[src/rtl/dfe_pkg.sv]
// dfe_pkg: shared DFE widths, encodings and fixed-point rounding/saturation helpers
package dfe_pkg;
  localparam int DATA_WIDTH = 16;
  localparam int N_STAGES = 5;
  localparam int MAX_LOG2R = 4;
  function automatic int acc_width(input int dw, input int n, input int m);
    return dw + n * m;
  endfunction
  localparam int ACC_WIDTH = acc_width(DATA_WIDTH, N_STAGES, MAX_LOG2R);
  localparam int SHIFT_WIDTH = $clog2(N_STAGES * MAX_LOG2R + 1);
  localparam int SAT_WIDTH = ACC_WIDTH + 4;
  typedef logic [2:0] dec_sel_t;
  typedef enum logic [1:0] {GAIN_X1, GAIN_X2, GAIN_X4, GAIN_X8} gain_sel_e;
  typedef struct packed {
    logic [DATA_WIDTH-1:0] data;
    logic                  ovf;
    logic                  unf;
  } sat_t;
  localparam logic signed [SAT_WIDTH-1:0] SAT_MAX = SAT_WIDTH'((1 << (DATA_WIDTH - 1)) - 1);
  localparam logic signed [SAT_WIDTH-1:0] SAT_MIN = -SAT_MAX - 1;
  function automatic dec_sel_t clamp_dec(input dec_sel_t d);
    return (d > dec_sel_t'(MAX_LOG2R)) ? dec_sel_t'(MAX_LOG2R) : d;
  endfunction
  // arithmetic right shift by s with round-half-up; one guard bit absorbs the rounding carry
  function automatic logic signed [ACC_WIDTH:0] round_shift(input logic signed [ACC_WIDTH-1:0] x,
                                                            input logic [SHIFT_WIDTH-1:0] s);
    logic signed [ACC_WIDTH:0] half;
    logic signed [ACC_WIDTH:0] xe;
    half = (s == '0) ? '0 : (ACC_WIDTH + 1)'(1) << (s - SHIFT_WIDTH'(1));
    xe = {x[ACC_WIDTH-1], x};
    xe = xe + half;
    return xe >>> s;
  endfunction
  function automatic sat_t saturate(input logic signed [SAT_WIDTH-1:0] x);
    sat_t r;
    r.ovf = x > SAT_MAX;
    r.unf = x < SAT_MIN;
    r.data = r.ovf ? SAT_MAX[DATA_WIDTH-1:0] : r.unf ? SAT_MIN[DATA_WIDTH-1:0] : x[DATA_WIDTH-1:0];
    return r;
  endfunction
endpackage

[src/rtl/cic_integrator.sv]
// cic_integrator: one modular accumulator stage with enable and sync clear
module cic_integrator
  import dfe_pkg::*;
(
  input  logic                 clk,
  input  logic                 rst,
  input  logic                 clr_i,
  input  logic                 en_i,
  input  logic [ACC_WIDTH-1:0] in_i,
  output logic [ACC_WIDTH-1:0] sum_o
);
  logic [ACC_WIDTH-1:0] acc_q;
  assign sum_o = acc_q + in_i;
  // accumulate on enable; wrap-around is the intended modular behaviour
  always_ff @(posedge clk)
    if (rst || clr_i) acc_q <= '0;
    else if (en_i) acc_q <= sum_o;
endmodule

[src/rtl/cic_decimator.sv]
// cic_decimator: power-of-two CIC decimator with unity DC gain, post-gain, saturation and bypass
module cic_decimator
  import dfe_pkg::*;
(
  input  logic                  clk,
  input  logic                  rst,
  input  logic                  valid_in,
  input  logic                  bypass,
  input  logic                  cfg_wr_en,
  input  logic [2:0]            dec_sel,
  input  logic [1:0]            gain_sel,
  input  logic [DATA_WIDTH-1:0] cic_in,
  output logic [DATA_WIDTH-1:0] cic_out,
  output logic                  valid_out,
  output logic                  overflow,
  output logic                  underflow,
  output logic [2:0]            dec_sel_out
);
  dec_sel_t                    k_q;
  gain_sel_e                   g_q;
  logic [MAX_LOG2R-1:0]        ph_q, ph_d, ph_last;
  logic [ACC_WIDTH-1:0]        chain [N_STAGES+1];
  logic signed [ACC_WIDTH-1:0] samp_q, comb_q;
  logic signed [ACC_WIDTH-1:0] dly_q [N_STAGES];
  logic signed [ACC_WIDTH-1:0] c [N_STAGES+1];
  logic                        samp_v_q, comb_v_q;
  logic [SHIFT_WIDTH-1:0]      s;
  logic signed [ACC_WIDTH:0]   rs;
  logic signed [SAT_WIDTH-1:0] ext, scaled;
  sat_t                        sat;
  logic [DATA_WIDTH-1:0]       data_q;
  logic                        vout_q, ovf_q, unf_q;
  logic                        accept, last, run1, run2;

  assign accept = valid_in && !bypass && !cfg_wr_en;
  assign ph_last = MAX_LOG2R'((1 << k_q) - 1);
  assign last = ph_q == ph_last;
  assign run1 = samp_v_q && !bypass;
  assign run2 = comb_v_q && !bypass;
  assign chain[0] = {{(ACC_WIDTH - DATA_WIDTH){cic_in[DATA_WIDTH-1]}}, cic_in};

  for (genvar i = 0; i < N_STAGES; i++) begin : g_int
    cic_integrator u_int (
      .clk   (clk),
      .rst   (rst),
      .clr_i (cfg_wr_en),
      .en_i  (accept),
      .in_i  (chain[i]),
      .sum_o (chain[i+1])
    );
  end

  // phase advance, comb cascade on the decimated stream, and output scaling
  always_comb begin
    ph_d = accept ? (last ? '0 : ph_q + MAX_LOG2R'(1)) : ph_q;
    c[0] = samp_q;
    for (int j = 0; j < N_STAGES; j++) c[j+1] = c[j] - dly_q[j];
    s = SHIFT_WIDTH'(N_STAGES * int'(k_q));
    rs = round_shift(comb_q, s);
    ext = {{(SAT_WIDTH - ACC_WIDTH - 1){rs[ACC_WIDTH]}}, rs};
    scaled = ext <<< g_q;
    sat = saturate(scaled);
  end

  // config, phase, decimated sample latch and comb pipeline; cfg_wr_en flushes everything
  always_ff @(posedge clk)
    if (rst || cfg_wr_en) begin
      k_q <= rst ? '0 : clamp_dec(dec_sel);
      g_q <= rst ? GAIN_X1 : gain_sel_e'(gain_sel);
      ph_q <= '0;
      samp_q <= '0;
      samp_v_q <= 1'b0;
      comb_q <= '0;
      comb_v_q <= 1'b0;
      for (int j = 0; j < N_STAGES; j++) dly_q[j] <= '0;
    end else begin
      ph_q <= ph_d;
      samp_v_q <= accept && last;
      if (accept && last) samp_q <= chain[N_STAGES];
      comb_v_q <= run1;
      if (run1) begin
        comb_q <= c[N_STAGES];
        for (int j = 0; j < N_STAGES; j++) dly_q[j] <= c[j];
      end
    end

  // output register: bypass passthrough or saturated CIC result; holds data across flush
  always_ff @(posedge clk)
    if (rst) begin
      data_q <= '0;
      vout_q <= 1'b0;
      ovf_q <= 1'b0;
      unf_q <= 1'b0;
    end else if (cfg_wr_en) begin
      vout_q <= 1'b0;
      ovf_q <= 1'b0;
      unf_q <= 1'b0;
    end else if (bypass) begin
      data_q <= cic_in;
      vout_q <= valid_in;
      ovf_q <= 1'b0;
      unf_q <= 1'b0;
    end else begin
      vout_q <= run2;
      ovf_q <= run2 && sat.ovf;
      unf_q <= run2 && sat.unf;
      if (run2) data_q <= sat.data;
    end

  assign cic_out = data_q;
  assign valid_out = vout_q;
  assign overflow = ovf_q;
  assign underflow = unf_q;
  assign dec_sel_out = k_q;
endmodule

[config.mk]
export PLATFORM = sky130hd
export DESIGN_NAME = cic_decimator
export DESIGN_NICKNAME = d
export VERILOG_FILES = /design/src/rtl/dfe_pkg.sv /design/src/rtl/cic_integrator.sv /design/src/rtl/cic_decimator.sv
export SDC_FILE = /design/constraint.sdc
export NUM_CORES = 2
export LEC_CHECK = 0
export ABC_AREA = 1
export CAP_MARGIN = 20
export CORE_MARGIN = 5
export CORE_UTILIZATION = 60
export CTS_CLUSTER_DIAMETER = 200
export DETAILED_ROUTE_END_ITERATION = 8
export PLACE_DENSITY = 0.76
export SYNTH_ARGS = -nofsm -noshare
export SYNTH_HDL_FRONTEND = slang
export SYNTH_SLANG_ARGS = --single-unit
[constraint.sdc]
create_clock -name clk -period 10 [get_ports clk]
set_input_delay 1 -clock clk [delete_from_list [all_inputs] [get_ports clk]]
set_output_delay 1 -clock clk [all_outputs]
set_load 0.05 [all_outputs]
Yosys cells after proc, flatten, opt, wreduce, memory -nomap -nowiden:

Memory sizes are Yosys's and may differ from the RTL's.
Index checks and enable logic that the tools add are counted.

* memories kept: 1
* output and inout port bits: 22
* input port bits: 26
* bits in registers: 282
* memory bits (writable): 180

* equality and inequality tests: 1
* order comparisons: 3
* bitwise gates (word level): 6
* add/subtract/negate cells: 14
* $mul: 1
* muxes and demuxes: 18
* reductions and logical operators: 16
* shift-type cells: 4

Memory list
* dly_q: depth 5, width 36, read ports 5, clocked after Yosys merged registers in 0, write ports 5, line cic_decimator.sv:24 `logic signed [ACC_WIDTH-1:0] dly_q [N_STAGES];`

Operators with widths (number)
* $add 36x36->36: 5
* $mux 36: 5
* $sub 36x36->36: 5
* $mux 16: 4
* $gt 40x16->1 const B: 1
* $lt 40x16->1 const B: 1
* $sshl 37x2->40: 1
* $add 36x37->37: 1
* $mux 37: 1
* $shl 1x5->37 const A: 1
* $sshr 37x5->37: 1
* $logic_and 1x1->1: 7
* $mux 1: 6
* $logic_not 5->1: 1
* $mul 3x3->5 const A: 1
* $or 1x1->1: 5
* $sub 5x1->5 const B: 1
* $add 4x1->4 const B: 1
* $eq 4x4->1: 1
* $mux 4: 1
* $reduce_or 2->1: 2
* $shl 1x3->4 const A: 1
* $sub 4x2->4 const B: 1
* $gt 3x3->1 const B: 1
* 7 further kinds: 8

Logic depth before layout (Yosys ltp):

* depth after elaboration: 12
* mapped depth: 60
* depth with buffers taken out: 60

Cells and area by module:

From an unflattened synthesis, not the netlist that was laid out.

* cells, all modules: 7365
* area total of the unflattened synthesis: 45008.2 um2

Modules (own cells, without submodules)
* cic_decimator: seq. area each 7497.2 um2, cells each 3810, times used 1, area each 25445.7 um2
* cic_integrator: seq. area each 720.7 um2, cells each 711, times used 5, area each 3912.5 um2

Worst setup path before layout:

Ideal clock, no wire load.

* path type: in2reg
* from: input port cic_in[0]
* to: register g_int[4].u_int.acc_q[35]
* cell stages on the path: 56
* setup slack: 1.299 ns
* required time: 9.891 ns
* arrival time: 8.592 ns
* buffers on the path: 0
* cell sequence: ha_1 fa_1 nand3_1 nand2_1 a21oi_1 o21bai_1 nand2_1 nand2_1 nand2_1 nand2_1 a21boi_1 o21ai_1 a21boi_1 o21bai_1 xor2_1 ha_1 a21oi_1 o21ai_0 [20 not listed] xor2_1 ha_1 nand2_1 nor2_1 nand2_1 nor4_1 o21ai_0 nand3_1 nand2_1 inv_1 o21ai_0 nand2_1 xor2_1 nand3_1 nand2_1 nand2_1 nand2_1 inv_1

RTL lines
* start: declaration: line cic_decimator.sv:12 `input logic [DATA_WIDTH-1:0] cic_in,`
* end signal: assignment: line cic_integrator.sv:17 `else if (en_i) acc_q <= sum_o;`
* end: declaration: line cic_integrator.sv:12 `logic [ACC_WIDTH-1:0] acc_q;`

==> metrics <==
outcome=finished, final reports clean; Min Clock Period, post-route=9.31 ns; TritonCTS Sinks=462; Setup Slack @ Placement=-0.00698 ns; CP Buf/Inv Count=8; drc violations=0; Synth Flop Type=dfxtp_1; core area=66000 sq um; FMAX=0.107 GHz; Mapped Nets=6329; worst slew pin tran=1.01 ns; vias in the first global route=35104; Tcrit/Tclk final=93.1%; H-tree depth=2; die height=268 um; Mapped Area=40000 sq um; sw frac=43.8%; cell-internal power=5.03 mW; RSZ-0062 raised after global routing=yes; starting density of the core=60.6%; Cells after Synth=5903; CP max stage cell=fa_1; GR met1 Demand/Resource=38.1%; clock transition at the registers of the reported paths=0.06 ns; Max Cap Viol=0; Synth area leaders=edfxtp_1 14%, dfxtp_1 14%, ha_1 12%; Die X=268 um; WP data required=10.51 ns; Hold Violations, Final=0; DP HPWL=77.9 mm; TritonCTS Buffers=53; clock latency on the worst-skew pair=0.64 ns; DRT Wirelength=104 mm; pin count of the biggest net entering global routing=135; busiest layer in global routing=met2; Crit path max-delay family=simple AND/OR/NAND/NOR gates; Ys Warns=0; post-synthesis sequential area ratio=27.8%; post-synthesis cell type count=66; Switch Pwr=3.93 mW; Die Area=71900 sq um; IO Pins=48; GRT Residual Overflow=0; row count=94; drt pass-1 iters=8; vias=37586; Finish-stage setup viols=0; drt first-iter violations=2897; Final WS setup=0.694 ns; fin. max-slew vios=0; Total GRT Usage=28.0%; FFs w/ async S/R, synth=0%; leading area contributor after synthesis=edfxtp_1; Yosys top cell area share=13.9%; Setup CP Type=flop to flop; first-pass GRT wire length=170 mm; pwr/cell area=204 nW/um^2; share of cells above drive strength 1=6.41%; max incr delay on CP=0.39 ns; placer's final routability congestion estimate=0.962; clk_skew=0.0357 ns; Commonest cells post-synth=1095 x nand2_1, 905 x inv_1, 788 x nor2_1; register bit count reported by yosys=462; antenna violations before repair=0; most frequent cell after synthesis=nand2_1; routing usage on met3=3.08%; Clock Power Share=23.3%; GRT met2 Usage=47.9%; ANT nets after route=0; P&R area growth vs syn=9.88%; Root Buffer=clkbuf_16; most frequent CP cell=nand2_1; clock buffer depth=3; vias per cell=5.50; VDD IR max=0.221 mV; ANT cells=0; Critical Path Fanout Max=4; syn_area_per_cell=6.77 sq um; setup_tns=0 ns; WL per Instance=15.1 um; Comb power frac=54.0%; Worst setup EP type=flop; Worst Path Arrival=9.82 ns; Final nets=6355; Port Buffer Count=47; HP Class=flop to flop; TritonCTS clock tree=done; Static Leak=22.1 nW; max_slew headroom=32.4%; Seq pwr share=22.7%; startpoint class of the critical path=flop; Post-synth EDFFs=185
## tightest hold or removal path: cells and delay by family (launching register included)
kind             cells  cell delay (ns)
flip-flops           1             0.31
AND/OR/NAND/NOR      2             0.10
## state kept, by name, indices dropped and copies added, names as in the netlist
register,cells
comb_v_q,1
g_q,2
comb_q,36
valid_out,1
g_int.u_int.acc_q,180
dec_sel_out,3
dly_q,180
ph_q,4
samp_q,36
overflow,1
underflow,1
cic_out,16
samp_v_q,1
## repair_timing
item / in CTS / in global routing
buffers inserted: 0 / 20
setup endpoints to repair: 0 / 9
resized for setup: 0 / 105
hold endpoints to repair: 0 / 0
hold buffers: 0 / 0
## path summary, 6_finish.rpt
path	from	to	slack, ns	cells after the start
worst max register to register	samp_q[0]	comb_q[35]	0.69	60
worst max-delay path	samp_q[0]	comb_q[35]	0.69	60
worst min register to register	comb_q[27]	comb_q[27]	0.46	2
worst min-delay path	comb_q[27]	comb_q[27]	0.46	2
## routing by layer
metal	vias to the layer above	wire, um
li1	19404	-
met5	-	0
met2	935	48500
met3	187	5100
met4	0	2680
met1	17060	47200
## kinds of logic after synthesis
kind of cell	Yosys count	share of synthesized area [%]
simple gates	2453	25.5
compound gates	1160	16.3
xor+xnor	333	7.30
buf+inv	1092	10.4
other cells	1	0.00938
mux	2	0.0501
fa+ha+maj	400	12.7
flops	462	27.8
## cell type report
| type | instances | area (sq um) |
|---|---|---|
| sequential | 462 | 11100 |
| timing repair buffer | 135 | 1160 |
| clock inverter | 19 | 231 |
| multi-input combinational | 4349 | 25200 |
| inverter | 928 | 3500 |
| tap | 864 | 1080 |
| clock buffer | 81 | 1680 |
| fill | 6013 | 22100 |
## power by group through the flow
stage	combinational (mW)	sequential [mW]	clock (mW)
floorplan	3.58	2.09	0
global placement	4.60	2.07	0
detailed placement	4.66	2.07	0
CTS	4.70	2.03	2.13
global route	5.47	2.04	2.21
finish	4.84	2.03	2.09
## metrics by stage
step	std cells	hold slack, ns	cell area [sq um]	utilization (%)	power (mW)
3_5_place_dp	6717	0.452	41400	62.8	6.74
4_1_cts	6817	0.462	43300	65.7	8.86
3_3_place_gp	6716	0.451	41400	62.7	6.67
5_1_grt	6838	0.482	43900	66.6	9.72
6_report	6838	0.460	43900	66.6	8.96
2_1_floorplan	5903	0.433	40000	-	5.67
## cells in the final DEF (no fill, tap or decap), types with 54 or more instances in the layout
cell type  instances
nand2_1         1093
ha_1             380
buf_4             86
xnor2_1          119
nand3_1          411
a21oi_1          452
inv_1            901
edfxtp_1         185
clkbuf_16         58
o21ai_0          360
dfxtp_1          277
o211ai_1          54
xor2_1           202
nor2_1           775
No activity file was read; power rests on OpenSTA's default activity.
